**src/rtl/snake_input_feeder_if.sv**
```systemverilog
// Handshake/bus bundle between the serpentine pixel feeder, its frame memory
// and the consuming chip; master = feeder side, slave = memory/chip side.
interface snake_input_feeder_if #(
    parameter int CH     = 3,
    parameter int OUT_W  = 256,
    parameter int ADDR_W = 14
);
    logic              start;
    logic              busy;
    logic              done;
    logic              mem_rd_en;
    logic [ADDR_W-1:0] mem_addr;
    logic [CH*8-1:0]   mem_rdata;
    logic              out_valid;
    logic              out_ready;
    logic [OUT_W-1:0]  out_data;

    modport master (
        input  start,
        output busy,
        output done,
        output mem_rd_en,
        output mem_addr,
        input  mem_rdata,
        output out_valid,
        input  out_ready,
        output out_data
    );

    modport slave (
        output start,
        input  busy,
        input  done,
        input  mem_rd_en,
        input  mem_addr,
        output mem_rdata,
        input  out_valid,
        output out_ready,
        input  out_data
    );
endinterface

```
**src/rtl/snake_input_feeder.sv**
```systemverilog
// Streams one frame from frame memory in serpentine order through a 2-entry FIFO.
// Optional SNAKE_ZERO_PAD_EN adds a 1-pixel zero border that is never read from memory.
module snake_input_feeder #(
    parameter int ROW    = 128,
    parameter int COL    = 128,
    parameter int CH     = 3,
    parameter int OUT_W  = 256,
    parameter int ADDR_W = 14
) (
    input  logic clk,
    input  logic rst,
    snake_input_feeder_if.master bus
);
    localparam int PX_W = CH * 8;
`ifdef SNAKE_ZERO_PAD_EN
    localparam int PAD = 1;
`else
    localparam int PAD = 0;
`endif
    localparam int PR = ROW + 2 * PAD;
    localparam int PC = COL + 2 * PAD;
    localparam int RW = $clog2(PR);
    localparam int CW = (PC > 1) ? $clog2(PC) : 1;
    localparam logic [RW-1:0] ROW_LAST = RW'(PR - 1);
    localparam logic [RW-1:0] PAD_R    = RW'(PAD);
    localparam logic [CW-1:0] COL_LAST = CW'(PC - 1);
    localparam logic [CW-1:0] PAD_C    = CW'(PAD);

    typedef enum logic [2:0] {S_IDLE, S_HEAD, S_BODY, S_DRAIN, S_DONE} state_e;

    state_e            state_q, state_d;
    logic [CW-1:0]     col_q, col_d;
    logic [RW-1:0]     row_q, row_d;
    logic              sub_q, sub_d;
    logic [1:0]        count_q, count_d;
    logic              inflight_q, inflight_d;
    logic              zero_q, zero_d;
    logic [ADDR_W-1:0] addr_q, addr_d;
    logic [PX_W-1:0]   head_q, head_d;
    logic [PX_W-1:0]   tail_q, tail_d;

    logic              out_valid, pop, issue, border, rd_en;
    logic [1:0]        used;
    logic [RW-1:0]     cur_r;
    logic [ADDR_W-1:0] addr_calc;
    logic [PX_W-1:0]   push_data;

    // A beat accepted this cycle frees its slot in time for a new issue.
    assign out_valid = (count_q != 2'd0);
    assign pop       = out_valid && bus.out_ready;
    assign used      = count_q + {1'b0, inflight_q};
    assign issue     = ((state_q == S_HEAD) || (state_q == S_BODY)) &&
                       ((used - {1'b0, pop}) < 2'd2);
    assign cur_r     = (state_q == S_HEAD) ? RW'(sub_q) : row_q;

`ifdef SNAKE_ZERO_PAD_EN
    assign border = (cur_r == '0) || (cur_r == ROW_LAST) ||
                    (col_q == '0) || (col_q == COL_LAST);
`else
    assign border = 1'b0;
`endif

    assign rd_en     = issue && !border;
    assign addr_calc = ADDR_W'(cur_r - PAD_R) * ADDR_W'(COL) + ADDR_W'(col_q - PAD_C);
    assign push_data = zero_q ? '0 : bus.mem_rdata;

    // NOTE: every signal written here gets a default first, so no latch is inferred.
    always_comb begin
        state_d = state_q;
        col_d   = col_q;
        row_d   = row_q;
        sub_d   = sub_q;
        unique case (state_q)
            S_IDLE: begin
                if (bus.start) begin
                    state_d = S_HEAD;
                    col_d   = '0;
                    row_d   = '0;
                    sub_d   = 1'b0;
                end
            end
            S_HEAD: begin
                if (issue) begin
                    sub_d = !sub_q;
                    if (sub_q) begin
                        if (col_q == COL_LAST) begin
                            // Row 2 is even and walks right-to-left, so col stays at the right edge.
                            if (PR == 2) begin
                                state_d = S_DRAIN;
                            end else begin
                                state_d = S_BODY;
                                row_d   = RW'(2);
                            end
                        end else begin
                            col_d = col_q + CW'(1);
                        end
                    end
                end
            end
            S_BODY: begin
                if (issue) begin
                    if ((!row_q[0] && col_q == '0) || (row_q[0] && col_q == COL_LAST)) begin
                        if (row_q == ROW_LAST) state_d = S_DRAIN;
                        else                   row_d   = row_q + RW'(1);
                    end else if (!row_q[0]) begin
                        col_d = col_q - CW'(1);
                    end else begin
                        col_d = col_q + CW'(1);
                    end
                end
            end
            S_DRAIN: begin
                if (!inflight_q && (count_q == 2'd0 || (count_q == 2'd1 && pop))) begin
                    state_d = S_DONE;
                end
            end
            S_DONE:  state_d = S_IDLE;
            default: state_d = S_IDLE;
        endcase
    end

    always_comb begin
        addr_d     = rd_en ? addr_calc : addr_q;
        inflight_d = issue;
        zero_d     = issue && border;
        count_d    = count_q;
        head_d     = head_q;
        tail_d     = tail_q;
        if (pop) begin
            head_d  = tail_q;
            count_d = count_q - 2'd1;
        end
        if (inflight_q) begin
            if (count_d == 2'd0) head_d = push_data;
            else                 tail_d = push_data;
            count_d = count_d + 2'd1;
        end
    end

    // NOTE: the two FIFO entries are reset too, so out_data reads zero out of reset.
    always_ff @(posedge clk or posedge rst) begin
        if (rst) begin
            state_q    <= S_IDLE;
            col_q      <= '0;
            row_q      <= '0;
            sub_q      <= 1'b0;
            count_q    <= 2'd0;
            inflight_q <= 1'b0;
            zero_q     <= 1'b0;
            addr_q     <= '0;
            head_q     <= '0;
            tail_q     <= '0;
        end else begin
            state_q    <= state_d;
            col_q      <= col_d;
            row_q      <= row_d;
            sub_q      <= sub_d;
            count_q    <= count_d;
            inflight_q <= inflight_d;
            zero_q     <= zero_d;
            addr_q     <= addr_d;
            head_q     <= head_d;
            tail_q     <= tail_d;
        end
    end

    assign bus.busy      = (state_q != S_IDLE);
    assign bus.done      = (state_q == S_DONE);
    assign bus.mem_rd_en = rd_en;
    assign bus.mem_addr  = addr_d;
    assign bus.out_valid = out_valid;
    assign bus.out_data  = OUT_W'(head_q);
endmodule
```
**src/flat_wrapper.sv**
```systemverilog
// flat-port wrapper written by rule: the top's interface ports become plain ports
module snake_input_feeder_flat 
#(
    parameter int ROW    = 128,
    parameter int COL    = 128,
    parameter int CH     = 3,
    parameter int OUT_W  = 256,
    parameter int ADDR_W = 14
)
  (clk, rst, bus_start, bus_busy, bus_done, bus_mem_rd_en, bus_mem_addr, bus_mem_rdata, bus_out_valid, bus_out_ready, bus_out_data);
  snake_input_feeder_if #(.CH(CH), .OUT_W(OUT_W), .ADDR_W(ADDR_W)) bus_i ();
  input  logic clk;
  input  logic rst;
  input wire logic [$bits(bus_i.start)-1:0] bus_start;
  output wire logic [$bits(bus_i.busy)-1:0] bus_busy;
  output wire logic [$bits(bus_i.done)-1:0] bus_done;
  output wire logic [$bits(bus_i.mem_rd_en)-1:0] bus_mem_rd_en;
  output wire logic [$bits(bus_i.mem_addr)-1:0] bus_mem_addr;
  input wire logic [$bits(bus_i.mem_rdata)-1:0] bus_mem_rdata;
  output wire logic [$bits(bus_i.out_valid)-1:0] bus_out_valid;
  input wire logic [$bits(bus_i.out_ready)-1:0] bus_out_ready;
  output wire logic [$bits(bus_i.out_data)-1:0] bus_out_data;
  assign bus_i.start = bus_start;
  assign bus_busy = bus_i.busy;
  assign bus_done = bus_i.done;
  assign bus_mem_rd_en = bus_i.mem_rd_en;
  assign bus_mem_addr = bus_i.mem_addr;
  assign bus_i.mem_rdata = bus_mem_rdata;
  assign bus_out_valid = bus_i.out_valid;
  assign bus_i.out_ready = bus_out_ready;
  assign bus_out_data = bus_i.out_data;
  snake_input_feeder #(.ROW(ROW), .COL(COL), .CH(CH), .OUT_W(OUT_W), .ADDR_W(ADDR_W)) u_core (.clk(clk), .rst(rst), .bus(bus_i));
endmodule
```
**config.mk**
```make
export PLATFORM = sky130hd
export DESIGN_NAME = snake_input_feeder_flat
export DESIGN_NICKNAME = d
export VERILOG_FILES = /design/src/rtl/snake_input_feeder_if.sv /design/src/rtl/snake_input_feeder.sv /design/src/flat_wrapper.sv
export SDC_FILE = /design/constraint.sdc
export NUM_CORES = 1
export LEC_CHECK = 0
export CORE_UTILIZATION = 35
export DETAILED_ROUTE_END_ITERATION = 7
export PLACE_DENSITY = 0.81
export RECOVER_POWER = 25
export SLEW_MARGIN = 5
export SYNTH_ARGS = -nofsm -noshare
export SYNTH_HDL_FRONTEND = slang
export SYNTH_SLANG_ARGS = --single-unit
```
**constraint.sdc**
```tcl
create_clock -name clk -period 7.46 [get_ports clk]
set_input_delay 1.492 -clock clk [delete_from_list [all_inputs] [get_ports clk]]
set_output_delay 1.492 -clock clk [all_outputs]
set_load 0.02 [all_outputs]
```
Yosys cells after proc, flatten, opt, wreduce, memory -nomap -nowiden
Cells that the tools add are included.
- logic and storage cells: 96
- bits in registers: 83
- input port bits: 28
- output and inout port bits: 274
- mux-type cells: 34
- add/sub/neg operators: 8
- reduce and logical (&&, ||, !) cells: 25
- equality and inequality tests: 18
- order comparisons: 1
- bitwise gates (word level): 1
- operator list (cell ; count):
    $mux 7 ; 14
    $mux 24 ; 3
    $pmux 7 s3 ; 2
    $mux 3 ; 8
    $reduce_and 8->1 ; 2
    $add 14x7->14 ; 1
    $add 7x1->7 const B ; 2
    $eq 7x7->1 const B ; 2
    $mux 14 ; 1
    $ne 2x2->1 const B ; 7
    $pmux 3 s4 ; 1
    $ne 2x1->1 const B ; 4
    $logic_not 7->1 ; 1
    $reduce_and 7->1 ; 1
    $sub 7x1->7 const B ; 1
    $eq 3x2->1 const B ; 2
    $logic_and 1x1->1 ; 6
    $reduce_bool 3->1 ; 2
    $logic_not 2->1 ; 2
    $mux 2 ; 2
    $reduce_bool 2->1 ; 2
    $eq 3x1->1 const B ; 1
    $eq 3x3->1 const B ; 1
    $logic_not 1->1 ; 3
    13 further kinds ; 16

Depth between registers and ports, before layout
Gate-level depths: netlist of the first run.
- depth in word-level cells: 7
- gate-level depth with buffers: 13
- mapped depth without buffers: 12

Worst setup path before layout of the first run
No wires, ideal clock.
- path kind: input to output
- from: input port bus_out_ready
- to: output port bus_mem_addr[7]
- buffers on the path: 1
- cell stages on the path: 9
- path slack: 2.069 ns
- data arrival time: 3.899 ns
- data required time: 5.968 ns
- cells stage by stage: nand2_1 > clkbuf_1 > xnor2_1 > ha_1 > xor2_1 > xnor2_1 > nand2_1 > inv_2 > a2bb2oi_1
- cells in the longest elaborated chain, start to end: 5
- ends and longest elaborated chain (item ; line ; RTL):
    from (decl) ; flat_wrapper.sv:21 ; input wire logic [$bits(bus_i.out_ready)-1:0] bus_out_ready;
    $logic_and 1x1->1 ; snake_input_feeder.sv:50 ; assign pop = out_valid && bus.out_ready;
    $sub 2x1->2 ; snake_input_feeder.sv:53 ; ((used - {1'b0, pop}) < 2'd2);
    $lt 2x2->1 ; snake_input_feeder.sv:53 ;
    $logic_and 1x1->1 ; snake_input_feeder.sv:52 ; assign issue = ((state_q == S_HEAD) || (state_q == S_BODY)) &&
    net bus_mem_rd_en ; flat_wrapper.sv:17 ; output wire logic [$bits(bus_i.mem_rd_en)-1:0] bus_mem_rd_en;
    $mux 14 ; snake_input_feeder.sv:123 ; addr_d = rd_en ? addr_calc : addr_q;
    to (decl) ; flat_wrapper.sv:18 ; output wire logic [$bits(bus_i.mem_addr)-1:0] bus_mem_addr;
The timed path passes the listed nets, and every way through them passes these cells.

Worst setup path in the final report of the first run
- from: input port bus_out_ready
- to: output port bus_mem_addr[7]
- cells in the longest elaborated chain, start to end: 5
- ends and longest elaborated chain (item ; line):
    $logic_and 1x1->1 ; snake_input_feeder.sv:50
    $sub 2x1->2 ; snake_input_feeder.sv:53
    $lt 2x2->1 ; snake_input_feeder.sv:53
    $logic_and 1x1->1 ; snake_input_feeder.sv:52
    $mux 14 ; snake_input_feeder.sv:123
No other way between the ends.

==> impl_metrics.tcl, run 1 <==
set metrics [dict create \
    status "finished, violations left" \
    violations "max-capacitance violations, max-slew violations" \
    cts_resized 0 \
    wl_um 10000 \
    avgRoutedWirePerCell_um 11.1 \
    fin_cells 902 \
    p_leak_nw 2.96 \
    io_buffers 69 \
    r2r-start "u_core.count_q[0]" \
    yosys_warnings 0 \
    max_freq_mhz 160 \
    grt_max_degree 49 \
    cts_tree "done" \
    hold_path_depth 2 \
    die_area_sq_mm 0.0171 \
    hold_end "u_core.addr_q[6]" \
    drc 0 \
    cts_buffer_depth 2 \
    worstSetupEndpointType "primary output" \
    cp.required_ns 5.97 \
    clock-sinks 83 \
    start_util_pct 36.1 \
    worstPathMaxFanout 14 \
    drtIter0Drc 170 \
    die_y_um 131 \
    yosys.cell_types.count 58 \
    slew_headroom_pct -68.0 \
    finalCritPeriodShare_pct 83.8 \
    final-setup-viol-count 0 \
    cts-root-buf "clkbuf_16" \
    final_common_cell "conb_1" \
    htree_levels 3 \
    clkSlewWorstSetupHoldPaths_ns 0.06 \
    syn_area_per_cell_sq_um 9.36 \
    clk_latency_ns 0.35 \
    ys.flop_type "dfrtp_1" \
    place_hpwl_um 7380 \
    grt_usage_pct 11.9 \
    globalplace.congestion 0.835 \
    first_pass_iters 5 \
    arrival_ns 4.76 \
    fp-row-count 46 \
    rr_endpoint "u_core.col_q[1]" \
    core_area_sq_mm 0.0161 \
    layout_common_cells "232 x conb_1, 83 x dfrtp_1, 67 x clkdlybuf4s50_1" \
    rrSetupSlack_ns 4.27 \
    fin_skew_ns 0.00968 \
    cts_buffers 9 \
    antenna_left 0 \
    synth_cells 620 \
    grt-ovfl-total 0 \
    avgViaCountPerCell 4.11 \
    criticalPathCategory "primary input to primary output" \
    drive_above_1_share_pct 8.16 \
    syn_area_sq_mm 0.00580 \
    cp-start-kind "primary input" \
    async_flop_share_pct 100 \
    holdCritStartpoint "u_core.addr_q[6]" \
    vias 3703 \
    antenna_found_initial 0 \
    peakVddDrop_mv 0.337 \
    yosysSeqAreaShare_pct 35.8 \
    fillCellCount 1621 \
    reg2regPathDepth 11 \
    tns_ns 0 \
    fp.dieW_um 131 \
    top_level_ports 302 \
    grt_pass1_wl_um 15600 \
    cap_violations 2 \
    nets 717 \
    post_cts_buffers 0 \
    syn2layout_area_growth_pct 6.26 \
    hold_buffers 0 \
    synth.area.top_cells "dfrtp_1 36%, buf_4 30%, mux2i_1 4.8%" \
    n_antenna_cell 0 \
    synth_edf_count 0 \
    layout_min_cycle_time_ns 6.25 \
    grt_setup_unrepaired "no" \
    hold_path_class "register to register" \
    yosys.area.top_type "dfrtp_1" \
    dpl.cell_count 887 \
    worst_pin_slew_ns 2.52 \
    grt_pass1_vias 3119 \
    hold_violations 0 \
    ys_ff_latch 83 \
    slew_violations 86 \
    p_per_area_mw_per_mm2 455 \
    yosysTopAreaCellShare_pct 35.8 \
]
critical path, cell delays in order:
cell,delay [ns]
dlygate4sd3_1,0.56
nand2_1,0.09
xnor2_1,0.15
ha_1,0.19
xor2_1,0.15
xnor2_1,0.53
nand2_1,0.44
inv_2,0.27
a2bb2oi_1,0.23
clkdlybuf4s50_1,0.65
logic make-up (layout without fill, tap and decap cells):
| kind of cell | count (synthesis) | after routing | synth area share, % |
|---|---|---|---|
| AO/OA/AOI/OAI | 87 | 87 | 9.60 |
| XOR/XNOR | 3 | 3 | 0.453 |
| adder cells (fa/ha/maj) | 7 | 7 | 1.51 |
| buffers and inverters | 267 | 102 | 32.6 |
| flip-flops | 83 | 83 | 35.8 |
| multiplexers | 54 | 54 | 9.94 |
| other | 1 | 232 | 0.0646 |
| AND/OR/NAND/NOR | 118 | 118 | 10.0 |
synth_stat cells (5+ instances only):
library cell  count
clkbuf_1         17
o41ai_1           5
buf_4           232
mux2_2           24
o21ai_0          33
inv_1            10
a31oi_1           7
a21oi_1           6
ha_1              7
nor2_1           11
o21ai_1           9
nand2_1          65
mux2i_1          28
nand3_1           8
nor3_1            7
dfrtp_1          83
final cells by class:
cell class,instances,area (sq um),area share (%)
multi-input combinational,501,2700,43.8
sequential,83,2080,33.7
timing repair buffer,74,724,11.8
tap,216,270,4.38
clock buffer,9,225,3.65
clock inverter,6,115,1.87
inverter,13,50.0,0.812
power by group:
| part | switching (mW) | internal, mW |
|---|---|---|
| combinational | 0.861 | 0.644 |
| sequential | 0.133 | 0.658 |
| clock | 0.182 | 0.326 |
| total | 1.18 | 1.63 |
worst max-delay path by stage:
stage | depth (start not counted) | slack, ns | endpoint | start
2_1_floorplan | 9 | 2.07 | bus_mem_addr[7] | bus_out_ready
3_3_place_gp | 10 | 1.33 | bus_mem_addr[7] | bus_out_ready
3_5_place_dp | 10 | 1.26 | bus_mem_addr[7] | bus_out_ready
4_1_cts | 10 | 1.25 | bus_mem_addr[7] | bus_out_ready
5_1_grt | 10 | 0.95 | bus_mem_addr[7] | bus_out_ready
6_report | 10 | 1.21 | bus_mem_addr[7] | bus_out_ready
flip-flops by register name (all words and copies together), names as in the netlist:
signal / cells
u_core.addr_q: 14
u_core.col_q: 7
u_core.count_q: 2
u_core.head_q: 24
u_core.inflight_q: 1
u_core.row_q: 7
u_core.state_q: 3
u_core.sub_q: 1
u_core.tail_q: 24
metrics by stage:
stage	worst slack [ns]	hold slack [ns]	util, %	instance area (sq um)	power, mW
floorplan	2.07	0.479	-	6670	1.92
global placement	1.33	0.463	36.3	5830	2.28
detailed placement	1.26	0.463	36.3	5830	2.32
CTS	1.25	0.478	38.4	6170	2.84
global route	0.949	0.502	38.4	6160	3.02
finish	1.21	0.477	38.4	6160	2.80
layer usage:
| layer | vias to the layer above | track usage, % | part of all wire (%) |
|---|---|---|---|
| met5 | - | 0 | 0 |
| met4 | 0 | 4.60 | 1.3 |
| met3 | 10 | 5.09 | 9.4 |
| met2 | 194 | 19.0 | 49 |
| met1 | 1748 | 14.2 | 40 |
| li1 | 1751 | - | - |
Note: power is estimated with default switching activity, not from simulation.
==> run 2, diff against run 1 <==
PLACE_DENSITY = 0.84   (was 0.81)
clock period = 5.7 ns   (was 7.46 ns; I/O delays follow)
==> impl_metrics.tcl, run 2 (same netlist as run 1, synthesis figures left out) <==
set metrics [dict create \
    p_per_area_mw_per_mm2 589 \
    io_buffers 69 \
    final-setup-viol-count 0 \
    cts-root-buf "clkbuf_16" \
    critPathTopFamily "buffers and inverters" \
    finalCritPeriodShare_pct 93.4 \
    core_area_sq_mm 0.0161 \
    cts_buffers 9 \
    cts_buffer_depth 2 \
    rrSetupSlack_ns 2.51 \
    p_sw_mw 1.59 \
    worstPathCellList "clkdlybuf4s50_1 -> nand2_1 -> xnor2_1 -> ha_1 -> xor2_1 -> xnor2_1 -> nand2_1 -> buf_4 -> o21ai_1 -> clkdlybuf4s50_1" \
    antenna_found_initial 0 \
    layout_min_cycle_time_ns 5.33 \
    p_clk_share_pct 16.1 \
    grt_usage_pct 12.6 \
    wl_um 10500 \
    die_area_sq_mm 0.0171 \
    max_freq_mhz 188 \
    slew_violations 37 \
    criticalPathCategory "primary input to primary output" \
    n_antenna_cell 0 \
    worstPathMaxFanout 15 \
    final_common_cell "conb_1" \
    fin_skew_ns 0.0123 \
    grt_pass1_wl_um 16400 \
    layout_setup_ws_ns 0.374 \
    first_pass_iters 6 \
    fp.dieW_um 131 \
    grt_pass1_vias 3326 \
    multi_input_area_sq_mm 0.00270 \
    p_leak_nw 2.94 \
    fillCellCount 1620 \
    avgViaCountPerCell 4.10 \
    nets 717 \
    violations "max-capacitance violations, max-slew violations" \
    swShare_pct 44.1 \
    globalplace.congestion 0.876 \
    crit_start "bus_out_ready" \
    cts_resized 0 \
    die_y_um 131 \
    arrival_ns 4.19 \
    grt_setup_unrepaired "no" \
    comb_power_share_pct 55.0 \
    drtIter0Drc 226 \
    layout_common_cells "232 x conb_1, 83 x dfrtp_1, 67 x clkdlybuf4s50_1" \
    slew_headroom_pct -8.04 \
    status "finished, violations left" \
    holdCritStartpoint "u_core.addr_q[3]" \
    grt_max_degree 49 \
    clkSlewWorstSetupHoldPaths_ns 0.06 \
    clk_latency_ns 0.36 \
    antenna_left 0 \
    top_regs "u_core.head_q x24, u_core.tail_q x24, u_core.addr_q x14" \
    p_int_mw 2.01 \
    cts_tree "done" \
    r2r-start "u_core.count_q[0]" \
    clock-sinks 83 \
    place_ws_ns 0.321 \
    fp-row-count 46 \
    post_cts_buffers 0 \
    hold_buffers 0 \
    cap_violations 1 \
    peakVddDrop_mv 0.393 \
    top_level_ports 302 \
    cp_slowest_stage_delay_ns 0.63 \
    tns_ns 0 \
    htree_levels 3 \
    start_util_pct 36.1 \
    worst_pin_slew_ns 1.61 \
    crit_slowest_cell "clkdlybuf4s50_1" \
    avgRoutedWirePerCell_um 11.6 \
    cp.required_ns 4.56 \
    syn2layout_area_growth_pct 5.37 \
    seq_power_share_pct 28.9 \
    seqCellArea_sq_mm 0.00208 \
    cp-start-kind "primary input" \
    vias 3703 \
    place_hpwl_um 7760 \
    worstSetupEndpointType "primary output" \
    grt-ovfl-total 0 \
    hold_violations 0 \
    path_buf_inv 3 \
    drive_above_1_share_pct 8.59 \
    hold_path_class "register to register" \
    drc 0 \
]
[run 2: cell types whose count changed in the layout (fill, tap and decap cells not counted), sizes merged]
cell | before | now
bufinv | 3 | 0
clkinv | 3 | 2
inv | 11 | 16
buf | 4 | 5
dlygate4sd3 | 2 | 1
[run 2: worst paths after layout]
kind,end,cells after the start
min,u_core.addr_q[3],2
max in group asynchronous,u_core.head_q[19],3
min reg2reg,u_core.addr_q[3],2
max,bus_mem_addr[9],10
max reg2reg,u_core.col_q[1],11
min in group asynchronous,u_core.inflight_q,2
[run 2: through the flow]
step,instances,util (%),power (mW),hold slack (ns),area (sq um)
4_1_cts,903,38.1,3.64,0.488,6120
3_5_place_dp,887,36.3,3.04,0.464,5830
5_1_grt,903,38.1,3.88,0.503,6110
2_1_floorplan,851,-,2.51,0.479,6670
3_3_place_gp,887,36.3,2.98,0.465,5830
6_report,903,38.1,3.60,0.483,6110
[run 2: area by class of cell]
class                      instances  share of cell area (%)
clock inverter                     7                    1.06
timing repair buffer              74                    11.8
tap                              216                    4.42
sequential                        83                    34.0
inverter                          13                   0.819
clock buffer                       9                    3.68
multi-input combinational        501                    44.2
[run 2: power groups by stage]
stage	Combinational (mW)	Clock, mW	Sequential, mW
after floorplan	1.41	0	1.09
after global routing	2.18	0.621	1.08
after global placement	1.94	0	1.04
after detailed placement	1.99	0	1.05
after CTS	2.00	0.599	1.04
final	1.98	0.578	1.04
[run 2: worst min-delay path: stages, from the launching register on]
cell	delay [ns]
dfrtp_1	0.33
nand2_1	0.05
nand2_1	0.07
[run 2: metal layers]
layer  wire length (um)  GRT usage (%)
met1               4130           14.1
met4                181           5.21
met3                774           4.56
met5                  0              0
met2               5400           21.4
